<file path="src/rtl/alu_iter_pkg.sv">
// alu_iter_pkg: ALU_OP encodings and FSM state encoding shared by the
// alu_iter top and its iterative datapath.
package alu_iter_pkg;

  typedef enum logic [2:0] {
    OP_ADD = 3'b000,
    OP_SUB = 3'b001,
    OP_SLL = 3'b010,
    OP_SRL = 3'b011,
    OP_SRA = 3'b100,
    OP_AND = 3'b101,
    OP_OR  = 3'b110,
    OP_MUL = 3'b111
  } alu_op_e;

  typedef enum logic [1:0] {
    S_IDLE = 2'b00,
    S_BUSY = 2'b01,
    S_DONE = 2'b10
  } state_e;

endpackage

</file>
<file path="src/rtl/alu_iter_seq.sv">
// alu_iter_seq: iterative shift / shift-add multiply datapath.
// A down-counter loaded with the iteration count paces the work. One step is
// taken on the load edge itself, so an operation needing k steps is finished
// after k edges. last_o flags that the step taken on the coming edge is the
// final one, and res_o is the value that step produces.
// The multiplier (multiplier register and accumulator) exists only when
// ALU_ITER_MUL_EN is defined.
module alu_iter_seq
  import alu_iter_pkg::*;
#(
  parameter int WIDTH = 8,
  parameter int CNT_W = 4
) (
  input  logic             clk,
  input  logic             reset,
  input  logic             load_i,
  input  logic             step_i,
  input  alu_op_e          op_i,
`ifdef ALU_ITER_MUL_EN
  input  logic [WIDTH-1:0] b_i,
`endif
  input  logic [WIDTH-1:0] a_i,
  input  logic [CNT_W-1:0] cnt_i,
  output logic             last_o,
  output logic [WIDTH-1:0] res_o
);

  logic [CNT_W-1:0] cnt_q, cnt_cur;
  logic [WIDTH-1:0] sh_q, sh_cur, sh_nxt;
  alu_op_e          op_q, op_cur;
`ifdef ALU_ITER_MUL_EN
  logic [WIDTH-1:0] mp_q, mp_cur, mp_nxt;
  logic [WIDTH-1:0] acc_q, acc_cur, acc_nxt;
`endif

  // Select fresh operands on load, otherwise the running registers; compute one step.
  always_comb begin
    op_cur  = load_i ? op_i  : op_q;
    sh_cur  = load_i ? a_i   : sh_q;
    cnt_cur = load_i ? cnt_i : cnt_q;
    sh_nxt  = sh_cur;
    case (op_cur)
      OP_SLL:  sh_nxt = {sh_cur[WIDTH-2:0], 1'b0};
      OP_SRL:  sh_nxt = {1'b0, sh_cur[WIDTH-1:1]};
      OP_SRA:  sh_nxt = {sh_cur[WIDTH-1], sh_cur[WIDTH-1:1]};
`ifdef ALU_ITER_MUL_EN
      OP_MUL:  sh_nxt = {sh_cur[WIDTH-2:0], 1'b0};
`endif
      default: sh_nxt = sh_cur;
    endcase
    res_o  = sh_nxt;
`ifdef ALU_ITER_MUL_EN
    // sh holds the shifted multiplicand; mp is consumed LSB-first.
    mp_cur  = load_i ? b_i : mp_q;
    acc_cur = load_i ? '0  : acc_q;
    acc_nxt = acc_cur + (mp_cur[0] ? sh_cur : '0);
    mp_nxt  = {1'b0, mp_cur[WIDTH-1:1]};
    if (op_cur == OP_MUL) res_o = acc_nxt;
`endif
    last_o = (cnt_cur == CNT_W'(1));
  end

  // Iteration registers advance on load and on every busy step.
  always_ff @(posedge clk) begin
    if (reset) begin
      cnt_q <= '0;
      sh_q  <= '0;
      op_q  <= OP_ADD;
`ifdef ALU_ITER_MUL_EN
      mp_q  <= '0;
      acc_q <= '0;
`endif
    end else if (load_i || step_i) begin
      cnt_q <= cnt_cur - CNT_W'(1);
      sh_q  <= sh_nxt;
      op_q  <= op_cur;
`ifdef ALU_ITER_MUL_EN
      mp_q  <= mp_nxt;
      acc_q <= acc_nxt;
`endif
    end
  end

endmodule

</file>
<file path="src/rtl/alu_iter.sv">
// alu_iter: valid/ready ALU with single-cycle ADD/SUB/AND/OR and iterative
// shifts (one bit per cycle). Defining ALU_ITER_MUL_EN adds an iterative
// unsigned multiply on ALU_OP 111; otherwise that opcode returns zero.
//
//   state  | meaning
//   S_IDLE | ready for a request (In_Ready=1)
//   S_BUSY | iterative shift/multiply in progress
//   S_DONE | result presented (Out_Valid=1) until Out_Ready
module alu_iter
  import alu_iter_pkg::*;
#(
  parameter int WIDTH   = 8,
  parameter int SHAMT_W = $clog2(WIDTH)
) (
  input  logic             clk,
  input  logic             reset,
  input  logic             In_Valid,
  output logic             In_Ready,
  input  logic [WIDTH-1:0] Read_Data,
  input  logic [WIDTH-1:0] PC_Out,
  input  logic             Branch,
  input  logic [WIDTH-1:0] Imm_Extend,
  input  logic [2:0]       ALU_OP,
  output logic             Out_Valid,
  input  logic             Out_Ready,
  output logic [WIDTH-1:0] Ans,
  output logic             Zero,
  output logic             Carry
);

  // Counter must hold both WIDTH (multiply) and the largest shift amount.
  localparam int CNT_W = (SHAMT_W > $clog2(WIDTH + 1)) ? SHAMT_W : $clog2(WIDTH + 1);

  state_e           state_q, state_d;
  logic [WIDTH-1:0] ans_q, ans_d;
  logic             zero_q, zero_d, carry_q, carry_d;

  logic [WIDTH-1:0] a_sel, single_res, add_s, seq_res;
  logic             add_c, single_c, is_iter, seq_load, seq_step, seq_last;
  logic [SHAMT_W-1:0] k;
  logic [CNT_W-1:0] seq_cnt;
  alu_op_e          op;

  // Operand mux and single-cycle results.
  always_comb begin
    a_sel          = Branch ? PC_Out : Read_Data;
    op             = alu_op_e'(ALU_OP);
    k              = Imm_Extend[SHAMT_W-1:0];
    {add_c, add_s} = {1'b0, a_sel} + {1'b0, Imm_Extend};
    single_res     = '0;
    single_c       = 1'b0;
    case (op)
      OP_ADD: begin single_res = add_s; single_c = add_c; end
      OP_SUB: begin single_res = a_sel - Imm_Extend; single_c = (a_sel >= Imm_Extend); end
      OP_AND: single_res = a_sel & Imm_Extend;
      OP_OR:  single_res = a_sel | Imm_Extend;
      OP_SLL, OP_SRL, OP_SRA: single_res = a_sel;  // zero shift amount
      default: single_res = '0;                     // MUL when not built in
    endcase
    is_iter = (op inside {OP_SLL, OP_SRL, OP_SRA}) && (k != '0);
`ifdef ALU_ITER_MUL_EN
    if (op == OP_MUL) is_iter = 1'b1;
`endif
    seq_cnt = (op == OP_MUL) ? CNT_W'(WIDTH) : CNT_W'(k);
  end

  alu_iter_seq #(
    .WIDTH (WIDTH),
    .CNT_W (CNT_W)
  ) u_seq (
    .clk    (clk),
    .reset  (reset),
    .load_i (seq_load),
    .step_i (seq_step),
    .op_i   (op),
`ifdef ALU_ITER_MUL_EN
    .b_i    (Imm_Extend),
`endif
    .a_i    (a_sel),
    .cnt_i  (seq_cnt),
    .last_o (seq_last),
    .res_o  (seq_res)
  );

  // Next-state and result-register logic.
  always_comb begin
    state_d  = state_q;
    ans_d    = ans_q;
    zero_d   = zero_q;
    carry_d  = carry_q;
    seq_load = 1'b0;
    seq_step = 1'b0;
    case (state_q)
      S_IDLE: begin
        if (In_Valid) begin
          if (is_iter) begin
            seq_load = 1'b1;
            carry_d  = 1'b0;
            if (seq_last) begin
              state_d = S_DONE;
              ans_d   = seq_res;
              zero_d  = (seq_res == '0);
            end else begin
              state_d = S_BUSY;
            end
          end else begin
            state_d = S_DONE;
            ans_d   = single_res;
            zero_d  = (single_res == '0);
            carry_d = single_c;
          end
        end
      end
      S_BUSY: begin
        seq_step = 1'b1;
        if (seq_last) begin
          state_d = S_DONE;
          ans_d   = seq_res;
          zero_d  = (seq_res == '0);
          carry_d = 1'b0;
        end
      end
      S_DONE: begin
        if (Out_Ready) state_d = S_IDLE;
      end
      default: state_d = S_IDLE;
    endcase
  end

  // State and result registers.
  always_ff @(posedge clk) begin
    if (reset) begin
      state_q <= S_IDLE;
      ans_q   <= '0;
      zero_q  <= 1'b0;
      carry_q <= 1'b0;
    end else begin
      state_q <= state_d;
      ans_q   <= ans_d;
      zero_q  <= zero_d;
      carry_q <= carry_d;
    end
  end

  assign In_Ready  = (state_q == S_IDLE);
  assign Out_Valid = (state_q == S_DONE);
  assign Ans       = ans_q;
  assign Zero      = zero_q;
  assign Carry     = carry_q;

endmodule

</file>
<file path="config.mk">
export PLATFORM = sky130hd
export DESIGN_NAME = alu_iter
export DESIGN_NICKNAME = d
export VERILOG_FILES = /design/src/rtl/alu_iter_pkg.sv /design/src/rtl/alu_iter_seq.sv /design/src/rtl/alu_iter.sv
export SDC_FILE = /design/constraint.sdc
export NUM_CORES = 1
export LEC_CHECK = 0
export CORE_AREA = 10 10 91 93
export CTS_CLUSTER_DIAMETER = 100
export DETAILED_ROUTE_END_ITERATION = 8
export DIE_AREA = 0 0 101 103
export HOLD_SLACK_MARGIN = 0.06
export PLACE_DENSITY = 0.78
export SETUP_SLACK_MARGIN = 0.02
export SKIP_CTS_REPAIR_TIMING = 1
export SYNTH_ARGS = -nofsm -noshare
export SYNTH_HDL_FRONTEND = slang
export SYNTH_SLANG_ARGS = --single-unit
</file>
<file path="constraint.sdc">
create_clock -name clk -period 3 [get_ports clk]
set_input_delay 0.45 -clock clk [delete_from_list [all_inputs] [get_ports clk]]
set_output_delay 0.45 -clock clk [all_outputs]
set_load 0.02 [all_outputs]
</file>
== Yosys cells after proc, flatten, opt, wreduce, memory -nomap -nowiden ==
Cells that the tools add are included.

* $add $sub $neg: 3
* $mul: 0
* Div/mod/pow operators: 0
* Order comparisons: 1
* Equal/unequal tests: 16
* Shifts and indexed selects: 0
* Multiplexer cells: 30
* Bitwise logic cells: 2
* Reduce and logical (&&, ||, !) cells: 13

{| class="wikitable"
|+ Operators with widths
! operator !! number
|-
| two-way mux 8 bit || 5
|-
| case mux 8 bit (5 select lines) || 1
|-
| case mux 8 bit (3 select lines) || 1
|-
| logical NOT 8 bit || 2
|-
| case mux 8 bit (2 select lines) || 1
|-
| equality test 3 bit (second input constant) || 5
|-
| equality test 3 x 2 -> 1 bit (second input constant) || 4
|-
| two-way mux 1 bit || 10
|-
| two-way mux 2 bit || 5
|-
| adder 8 x 8 -> 9 bit || 1
|-
| bitwise AND 8 bit || 1
|-
| greater-or-equal comparator 8 bit || 1
|-
| two-way mux 4 bit || 2
|-
| bitwise OR 8 bit || 1
|-
| subtractor 8 bit || 1
|-
| case mux 1 bit (2 select lines) || 3
|-
| case mux 2 bit (3 select lines) || 1
|-
| AND reduction 3 bit || 2
|-
| nonzero test 3 bit || 2
|-
| equality test 4 x 1 -> 1 bit (second input constant) || 1
|-
| inequality test 2 bit (second input constant) || 2
|-
| subtractor 4 x 1 -> 4 bit (second input constant) || 1
|-
| equality test 3 x 1 -> 1 bit (second input constant) || 1
|-
| logical NOT 3 bit || 1
|-
| other kinds (10) || 10
|}

* Bits in registers: 27
* Bits in latches: 0
* Bits in writable memories: 0
* Memory bits (read-only): 0
* Bits of input ports: 32
* Output and inout port bits: 12
* Word-level logic and storage cells: 72
* Memories: 0

== Logic depth before layout (Yosys ltp) ==
Gate-level depths: netlist of the first run.

* Depth in word-level cells: 14
* Gate-level depth with buffers: 14
* Gate-level depth less buffers: 11

== Modules after synthesis ==
From an unflattened synthesis of the first run, not the netlist that was laid out.

* Cells, all modules: 413
* Area, all modules: 3,185.6 um2

{| class="wikitable"
|+ Modules (own cells, without submodules)
! module !! times used !! cells an instance !! area an instance (um2) !! seq. area each (um2)
|-
| alu_iter || 1 || 276 || 2,049.5 || 240.2
|-
| alu_iter_seq || 1 || 137 || 1,136.1 || 300.3
|}

== Worst setup path before layout of the first run ==
OpenSTA, ideal clock, no wires.

* Path type: input port to flip-flop
* Start: in Branch
* End: reg zero_q, in the netlist Zero
* Library setup time: 0.084 ns
* Arrival time: 3.114 ns
* Data required time: 2.916 ns
* Path slack: -0.198 ns
* Cell stages on the path: 12
* Buffers on the path: 1
* Cells stage by stage: buf_6 -> mux2i_1 -> inv_2 -> ha_1 -> fa_1 -> a21oi_1 -> o21ai_0 -> and3_1 -> nor4_1 -> o21ai_0 -> or4_1 -> o31ai_2

* Cells in the longest elaborated chain, start to end: 8
* Elaborated cells between the ends (all ways): 14
* Those cells by class: add/sub: 2; mux: 8; bitwise: 2; reduce/logical: 2

{| class="wikitable"
|+ Ends and longest elaborated chain
! element !! RTL line !! source
|-
| from (decl) || alu_iter.sv:21 || <nowiki>input logic Branch,</nowiki>
|-
| two-way mux 8 bit (*) || alu_iter.sv:46 || <nowiki>a_sel = Branch ? PC_Out : Read_Data;</nowiki>
|-
| branches (longest 6 deep; another with subtractor 8 bit) || -- ||
|-
| case mux 1 bit (2 select lines) (*) || alu_iter.sv:93 || <nowiki>case (state_q)</nowiki>
|-
| to (signal assigned) || alu_iter.sv:140 || <nowiki>zero_q <= zero_d;</nowiki>
|-
| to (decl) || alu_iter.sv:36 || <nowiki>logic zero_q, zero_d, carry_q, carry_d;</nowiki>
|}

Mark *: on every way between the ends. The select of a mux whose other input is x is not followed.
A chain may end at the register's enable or synchronous reset.

== Worst setup path in the final report of the first run ==
* Start: in ALU_OP[1]
* End: reg zero_q, in the netlist Zero

* Cells in the longest elaborated chain, start to end: 14
* Elaborated cells between the ends (all ways): 30
* Those cells by class: eq/ne: 11; mux: 13; reduce/logical: 6

{| class="wikitable"
|+ Ends and longest elaborated chain
! element !! RTL line !! source
|-
| from (decl) || alu_iter.sv:23 || <nowiki>input logic [2:0] ALU_OP,</nowiki>
|-
| equality test 3 x 2 -> 1 bit / equality test 3 bit (equally long branches) || alu_iter.sv:52, alu_iter.sv:60 ||
|-
| nonzero test 3 bit || alu_iter.sv:60 || <nowiki>is_iter = (op inside {OP_SLL, OP_SRL, OP_SRA}) && (k != '0);</nowiki>
|-
| logical AND 1 bit || alu_iter.sv:60 ||
|-
| two-way mux 1 bit || alu_iter.sv:96 || <nowiki>if (is_iter) begin</nowiki>
|-
| two-way mux 1 bit || alu_iter.sv:95 || <nowiki>if (In_Valid) begin</nowiki>
|-
| two-way mux 1 bit || alu_iter.sv:93 ||
|-
| two-way mux 3 bit || alu_iter_seq.sv:38 || <nowiki>op_cur = load_i ? op_i : op_q;</nowiki>
|-
| equality test 3 bit / equality test 3 x 2 -> 1 bit (equally long branches) || alu_iter_seq.sv:42 || <nowiki>case (op_cur)</nowiki>
|-
| case mux 8 bit (3 select lines) || alu_iter_seq.sv:42 ||
|-
| logical NOT 8 bit || alu_iter.sv:102, alu_iter.sv:119 ||
|-
| two-way mux 1 bit || alu_iter.sv:99, alu_iter.sv:116 ||
|-
| two-way mux 1 bit || alu_iter.sv:96 ||
|-
| two-way mux 1 bit || alu_iter.sv:95 ||
|-
| case mux 1 bit (2 select lines) (*) || alu_iter.sv:93 ||
|}

Every way passes the cells marked *; elsewhere a longest branch is shown, timed or not. The select of a mux whose other input is x is not followed.

==> results of run 1 <==
==> power groups by stage <==
stage,combinational [mW],clock (mW),sequential [mW]
2_1_floorplan,0.465,0,0.446
3_3_place_gp,0.793,0,0.440
3_5_place_dp,0.808,0,0.442
4_1_cts,0.814,0.227,0.434
5_1_grt,0.915,0.241,0.442
6_report,0.845,0.226,0.435
==> sequential cells by signal, indices dropped and copies added, names as in the netlist <==
| name | count |
|---|---|
| Ans | 8 |
| u_seq.cnt_q | 4 |
| u_seq.op_q | 3 |
| u_seq.sh_q | 8 |
| state_q | 2 |
| Zero | 1 |
| Carry | 1 |
==> worst paths after layout <==
path,start,endpoint,slack [ns]
max reg2reg,u_seq.op_q[1],Zero,0.29
min reg2reg,Ans[6],Ans[6],0.49
min,Ans[6],Ans[6],0.49
max,ALU_OP[1],Zero,0.11
==> worst register-to-register path, cell delays in order, from the launching register on <==
cell and delay (ns):
dfxtp_1 0.67, nand2b_1 0.25, mux2_2 0.35, o2111a_1 0.27
a21oi_1 0.22, or4bb_1 0.52, o31a_1 0.31, o31ai_4 0.07
==> placed cells by master, fill, tap and decap left out, types with 4 or more instances in the layout <==
| master | count |
|---|---|
| a21o_1 | 7 |
| o21ai_0 | 22 |
| nor3_1 | 5 |
| mux2_2 | 7 |
| dlymetal6s2s_1 | 5 |
| nor4_1 | 6 |
| o21a_1 | 5 |
| nand3_1 | 9 |
| nor2_1 | 41 |
| nand2b_1 | 15 |
| o21bai_1 | 4 |
| a211oi_1 | 21 |
| a21oi_1 | 31 |
| or3_1 | 6 |
| a31oi_1 | 9 |
| ha_1 | 23 |
| o211ai_1 | 5 |
| dfxtp_1 | 27 |
| o22a_1 | 5 |
| mux2i_1 | 7 |
| buf_4 | 78 |
| clkdlybuf4s50_1 | 37 |
| nand2_1 | 36 |
| nor2b_1 | 14 |
| inv_1 | 24 |
==> layout make-up <==
type                       count  share of cell area, %
clock buffer                   3                  0.950
clock inverter                 1                  0.202
inverter                      26                   2.25
tap                           80                   2.30
sequential                    27                   12.4
timing repair buffer         121                   23.6
multi-input combinational    350                   58.3
==> per-layer routing <==
| metal | track usage, % | wire length, µm |
|---|---|---|
| met1 | 24.5 | 4400 |
| met2 | 32.0 | 4800 |
| met3 | 3.62 | 899 |
| met4 | 5.79 | 250 |
| met5 | 0 | 0 |
==> cell families after synthesis <==
| logic type | count (synthesis) | synth area share, % |
|---|---|---|
| xor+xnor | 5 | 1.36 |
| buf+inv | 53 | 7.41 |
| simple gates | 148 | 23.1 |
| flops | 27 | 16.8 |
| mux | 21 | 7.88 |
| compound gates | 148 | 32.1 |
| fa+ha+maj | 28 | 11.3 |
==> stage by stage <==
stage | instance area (µm²) | setup WS, ns | util (%)
finish | 4340 | 0.115 | 66.1
global route | 4340 | 0.0275 | 66.1
CTS | 4260 | -0.328 | 64.8
detailed placement | 4210 | -0.625 | 64.0
global placement | 4210 | -0.486 | 64.0
floorplan | 3240 | 0.0671 | -
==> results.tsv, run 1 <==
stage	metric	value	unit
clock_network	insertion_delay	0.29	ns
floorplanning	die_area	0.0104	mm²
floorplanning	die_y	103	µm
floorplanning	start_util	49.1	%
yosys	avgSynthCellArea	7.50	µm²
layout	seq_area	541	µm²
critical_path	end_kind	register	
grt	grt_max_degree	29	
power	p_seq_share	28.9	%
yosys	syn_area	0.00322	mm²
yosys	synth-edff-count	0	
min_path	min_path_cells	2	
grt	antenna_found_initial	0	
job	drv_cap	0	
yosys	syn-num-nets	490	
critical_path	slowest_stage	or4bb_1	
grt	track_usage	19.2	%
floorplanning	row_count	30	
layout	area_growth	34.7	%
yosys	yosys-top-cells-area	dfxtp_1 17%, ha_1 10%, a21oi_1 5.0%	
floorplanning	core_area	0.00657	mm²
routing	drtPass1Iterations	5	
routing	vias	3685	
status	status	completed	
sta	max_freq	347	MHz
clock_network	clockBufferDepth	2	
critical_path	crit_top_cell	buf_4	
layout	drive_gt1_share	22.7	%
min_path	hp-class	register to register	
routing	dr.first_iter.drc_count	308	
critical_path	worstSetupPathType	primary input to register	
critical_path	rr_worst_depth	7	
routing	wl_per_cell	17.0	µm
clock_network	clkSlewWorstSetupHoldPaths	0.10	ns
power	intPower	0.909	mW
placed_design	io_buffer_count	43	
yosys	ys_types	63	
sta	rsz0062_at_grt	false	
critical_path	critPathMaxStageDelay	0.52	ns
placed_design	gp_routability_congestion	0.987	
routing	ant_nets	0	
clock_network	cts_tree	yes	
power	p_switching	0.598	mW
yosys	synthTopCellsByCount	42 x nor2_1, 36 x nand2_1, 32 x a21oi_1, 27 x dfxtp_1, 26 x ha_1	
power	p_per_area	347	mW/mm²
critical_path	crit_arrival	3.10	ns
critical_path	critPathBufInv	4	
power	clock_power_share	15.0	%
floorplanning	boundaryPins	44	
critical_path	cp_num_cells	11	
sta	tightest_slew	0.813	ns
critical_path	crit_family	buffers and inverters	
power	vdd_drop_max	0.000280	V
yosys	synth_async_sr_flop_share	0	%
yosys	ys_seq_elements	27	
sta	min_period_over_period	96.2	%
routing	drc_errors	0	
sta	skew	0.00793	ns
power	switching_share	39.7	%
critical_path	crit_fanout	13	
layout	multiInputGateArea	0.00253	mm²
critical_path	cp.required	3.21	ns
yosys	synth_area_leader_cell	dfxtp_1	
clock_network	clock-sinks	27	
yosys	synth_top_area_share	16.8	%
placed_design	post-dp-hpwl	8.28	mm
critical_path	path_cells	clkdlybuf4s50_1 -> buf_4 -> nor3b_4 -> o2111ai_4 -> buf_4 -> buf_4 -> o2111a_1 -> a21oi_1 -> or4bb_1 -> o31a_1 -> o31ai_4	
critical_path	worstSetupStartpointType	primary input	
layout	final-instance-count-excl-fill	608	
yosys	ys_seq_area_share	16.8	%
floorplanning	chipWidth	101	µm
clock_network	clockRootBuffer	clkbuf_8	
grt	grt_pass1_vias	3488	
sta	hold_slack	0.495	ns
sta	hold_viol	0	
routing	routed_wl	10.3	mm
sta	slew_headroom	45.7	%
layout	diodes	0	
yosys	synth_flop_cell	dfxtp_1	
power	p_leak	1.86	nW
yosys	ys_warn_count	0	
grt	grt.overflow.total	0	
layout	fillers	554	
sta	period_needed	2.89	ns
sta	tns	0	ns
power	report.power.total	1.51	mW
power	p_comb_share	56.1	%
sta	finalSetupViolCount	0	
sta	maxSlewViolCount	0	
placed_design	dpl.cell_count	603	
layout	final_nets	589	
grt	grt_pass1_wl	16.7	mm
clock_network	cts_buffers	3	
routing	routed_via_density	6.06	
yosys	synth.most_common_cell	nor2_1	
clock_network	htree_levels	1	
yosys	synth_cells	430	
Note: power is estimated with default switching activity, not from simulation.
==> run 2: changes to the inputs <==
- CORE_AREA: 10 10 91 93 -> 10 10 96 119
- DIE_AREA: 0 0 101 103 -> 0 0 106 129
- PLACE_DENSITY: 0.78 -> 0.6
==> run 2 against run 1 <==
Sequential power about the same; power increased by 8.3%; worst hold slack got worse by 0.018 ns.
==> results.tsv, run 2 (synthesized netlist as in run 1, its figures left out) <==
stage	metric	value	unit	change
sta	min_period_over_period	95.8	%	was 96.2%
critical_path	r2r_slack	0.51	ns	was 0.29 ns
layout	final_cell_mix	91 x buf_4, 41 x nor2_1, 36 x nand2_1, 36 x clkdlybuf4s50_1, 31 x a21oi_1		was 78 x buf_4, 41 x nor2_1, 37 x clkdlybuf4s50_1
layout	final_nets	603		was 589
layout	area_growth	41.2	%	was 34.7%
routing	drc_errors	0		unchanged
clock_network	cts_buffers	3		unchanged
sta	period_needed	2.87	ns	was 2.89 ns
sta	hold_viol	0		unchanged
critical_path	path_cells	clkbuf_2 -> mux2i_4 -> inv_2 -> ha_2 -> fa_2 -> mux4_2 -> mux2i_4 -> nand2_1 -> or4_1 -> o31ai_2		was clkdlybuf4s50_1 -> buf_4 -> nor3b_4 -> o2111ai_4 -> buf_4 -> buf_4 -> o2111a_1 -> a21oi_1 -> or4bb_1 -> o31a_1 -> o31ai_4
critical_path	worstReg2RegStart	u_seq.op_q[2]		was u_seq.op_q[1]
critical_path	endpoint	Zero		unchanged
critical_path	cp_num_cells	10		was 11
clock_network	insertion_delay	0.27	ns	was 0.29 ns
sta	finalSetupViolCount	0		unchanged
layout	final-instance-count-excl-fill	666		was 608
grt	track_usage	15.7	%	was 19.2%
placed_design	io_buffer_count	43		unchanged
clock_network	clockBufferDepth	2		unchanged
layout	layout_commonest_cell	buf_4		unchanged
critical_path	worstSetupStartpointType	primary input		unchanged
floorplanning	die_y	129	µm	was 103 µm
floorplanning	start_util	35.5	%	was 49.1%
floorplanning	die_area	0.0137	mm²	was 0.0104 mm²
grt	antenna_found_initial	1		was 0
critical_path	r2r_end	Zero		unchanged
routing	drtPass1Iterations	5		unchanged
placed_design	dpl.cell_count	659		was 603
critical_path	crit_top_cell	mux2i_4		was buf_4
floorplanning	boundaryPins	44		unchanged
critical_path	crit_fanout	3		was 13
layout	drive_gt1_share	24.4	%	was 22.7%
sta	skew	0.00517	ns	was 0.00793 ns
grt	grt_pass1_wl	17.7	mm	was 16.7 mm
clock_network	cts_tree	yes		unchanged
grt	grt_max_degree	29		unchanged
critical_path	critPathBufInv	2		was 4
routing	routed_wl	11.2	mm	was 10.3 mm
clock_network	clkSlewWorstSetupHoldPaths	0.07	ns	was 0.10 ns
critical_path	crit_family	multiplexers		was buffers and inverters
sta	tightest_slew	0.861	ns	was 0.813 ns
floorplanning	core_area	0.00908	mm²	was 0.00657 mm²
placed_design	post-dp-hpwl	9.11	mm	was 8.28 mm
sta	hold_slack	0.477	ns	was 0.495 ns
critical_path	end_kind	register		unchanged
critical_path	cp.required	3.19	ns	was 3.21 ns
floorplanning	chipWidth	106	µm	was 101 µm
sta	max_freq	348	MHz	was 347 MHz
grt	grt_pass1_vias	3595		was 3,488
routing	ant_nets	0		unchanged
clock_network	clock-sinks	27		unchanged
critical_path	slowest_stage	or4_1		was or4bb_1
floorplanning	row_count	39		was 30
routing	routed_via_density	5.47		was 6.06
job	drv_cap	0		unchanged
routing	vias	3642		was 3,685
critical_path	worstSetupPathType	primary input to register		unchanged
routing	wl_per_cell	16.8	µm	was 17.0 µm
critical_path	critPathMaxStageDelay	0.53	ns	was 0.52 ns
sta	maxSlewViolCount	0		unchanged
routing	dr.first_iter.drc_count	189		was 308
power	p_leak	1.96	nW	was 1.86 nW
sta	slew_headroom	42.5	%	was 45.7%
critical_path	crit_arrival	3.06	ns	was 3.10 ns
power	p_per_area	358	mW/mm²	was 347 mW/mm²
placed_design	placed_cell_area	0.00437	mm²	was 0.00421 mm²
layout	final_area	0.00455	mm²	was 0.00434 mm²
placed_design	gp_routability_congestion	0.993		was 0.987
grt	grt.overflow.total	0		unchanged
clock_network	htree_levels	1		unchanged
critical_path	critPathLaunch	Branch		was ALU_OP[1]
status	status	completed		unchanged
sta	rsz0062_at_grt	false		unchanged
min_path	hp-class	register to register		unchanged
critical_path	rr_worst_depth	7		unchanged
clock_network	clockRootBuffer	clkbuf_16		was clkbuf_8
power	vdd_drop_max	0.000197	V	was 0.000280 V
-- run 2: changes by cell type in the layout (fill, tap and decap cells not counted), moves of 2 or more --
| cell | previous run | this run |
|---|---|---|
| clkbuf_8 | 3 | 0 |
| ha_4 | 0 | 2 |
| buf_4 | 78 | 91 |
| clkbuf_16 | 0 | 3 |
-- run 2: area by class of cell --
class                           count  area [µm²]
Antenna cell                        1        2.50
Timing Repair Buffer              135        1140
Inverter                           26        97.6
Clock buffer                        3        75.1
Multi-Input combinational cell    350        2540
Sequential cell                    27         541
Clock inverter                      1        5.00
Tap cell                          123         154
Fill cell                         915        4520
-- run 2: routing by layer --
layer / vias up / track usage [%] / share of wire, %
met2: 99 / 30.7 / 53
met3: 21 / 1.85 / 4.0
met5: - / 0 / 0
li1: 1801 / - / -
met4: 0 / 6.30 / 3.0
met1: 1721 / 16.5 / 40
-- run 2: stage by stage --
step | utilization [%] | total power, mW | setup WS (ns) | TNS, ns
5_1_grt | 50.2 | 1.73 | 0.0286 | 0
3_3_place_gp | 48.2 | 1.28 | -0.558 | -3.39
4_1_cts | 49.0 | 1.60 | -0.328 | -1.14
2_1_floorplan | - | 0.912 | 0.0671 | 0
6_report | 50.2 | 1.63 | 0.126 | 0
3_5_place_dp | 48.2 | 1.29 | -0.602 | -3.86
-- run 2: worst min path at each step --
stage	end	cells past startpoint	startpoint
floorplan	u_seq.cnt_q[0]	2	u_seq.cnt_q[0]
global placement	Ans[6]	2	Ans[6]
detailed placement	Ans[6]	2	Ans[6]
CTS	Ans[6]	2	Ans[6]
global route	Carry	2	Carry
finish	Ans[6]	2	Ans[6]
-- run 2: power breakdown --
group,switching [mW],internal (mW)
logic,0.439,0.447
clock network,0.132,0.180
registers,0.0378,0.395
-- run 2: tightest hold or removal path, cell delays in order (launching register included) --
cell and delay (ns):
dfxtp_1 0.33, nand2_1 0.06, a21oi_1 0.05
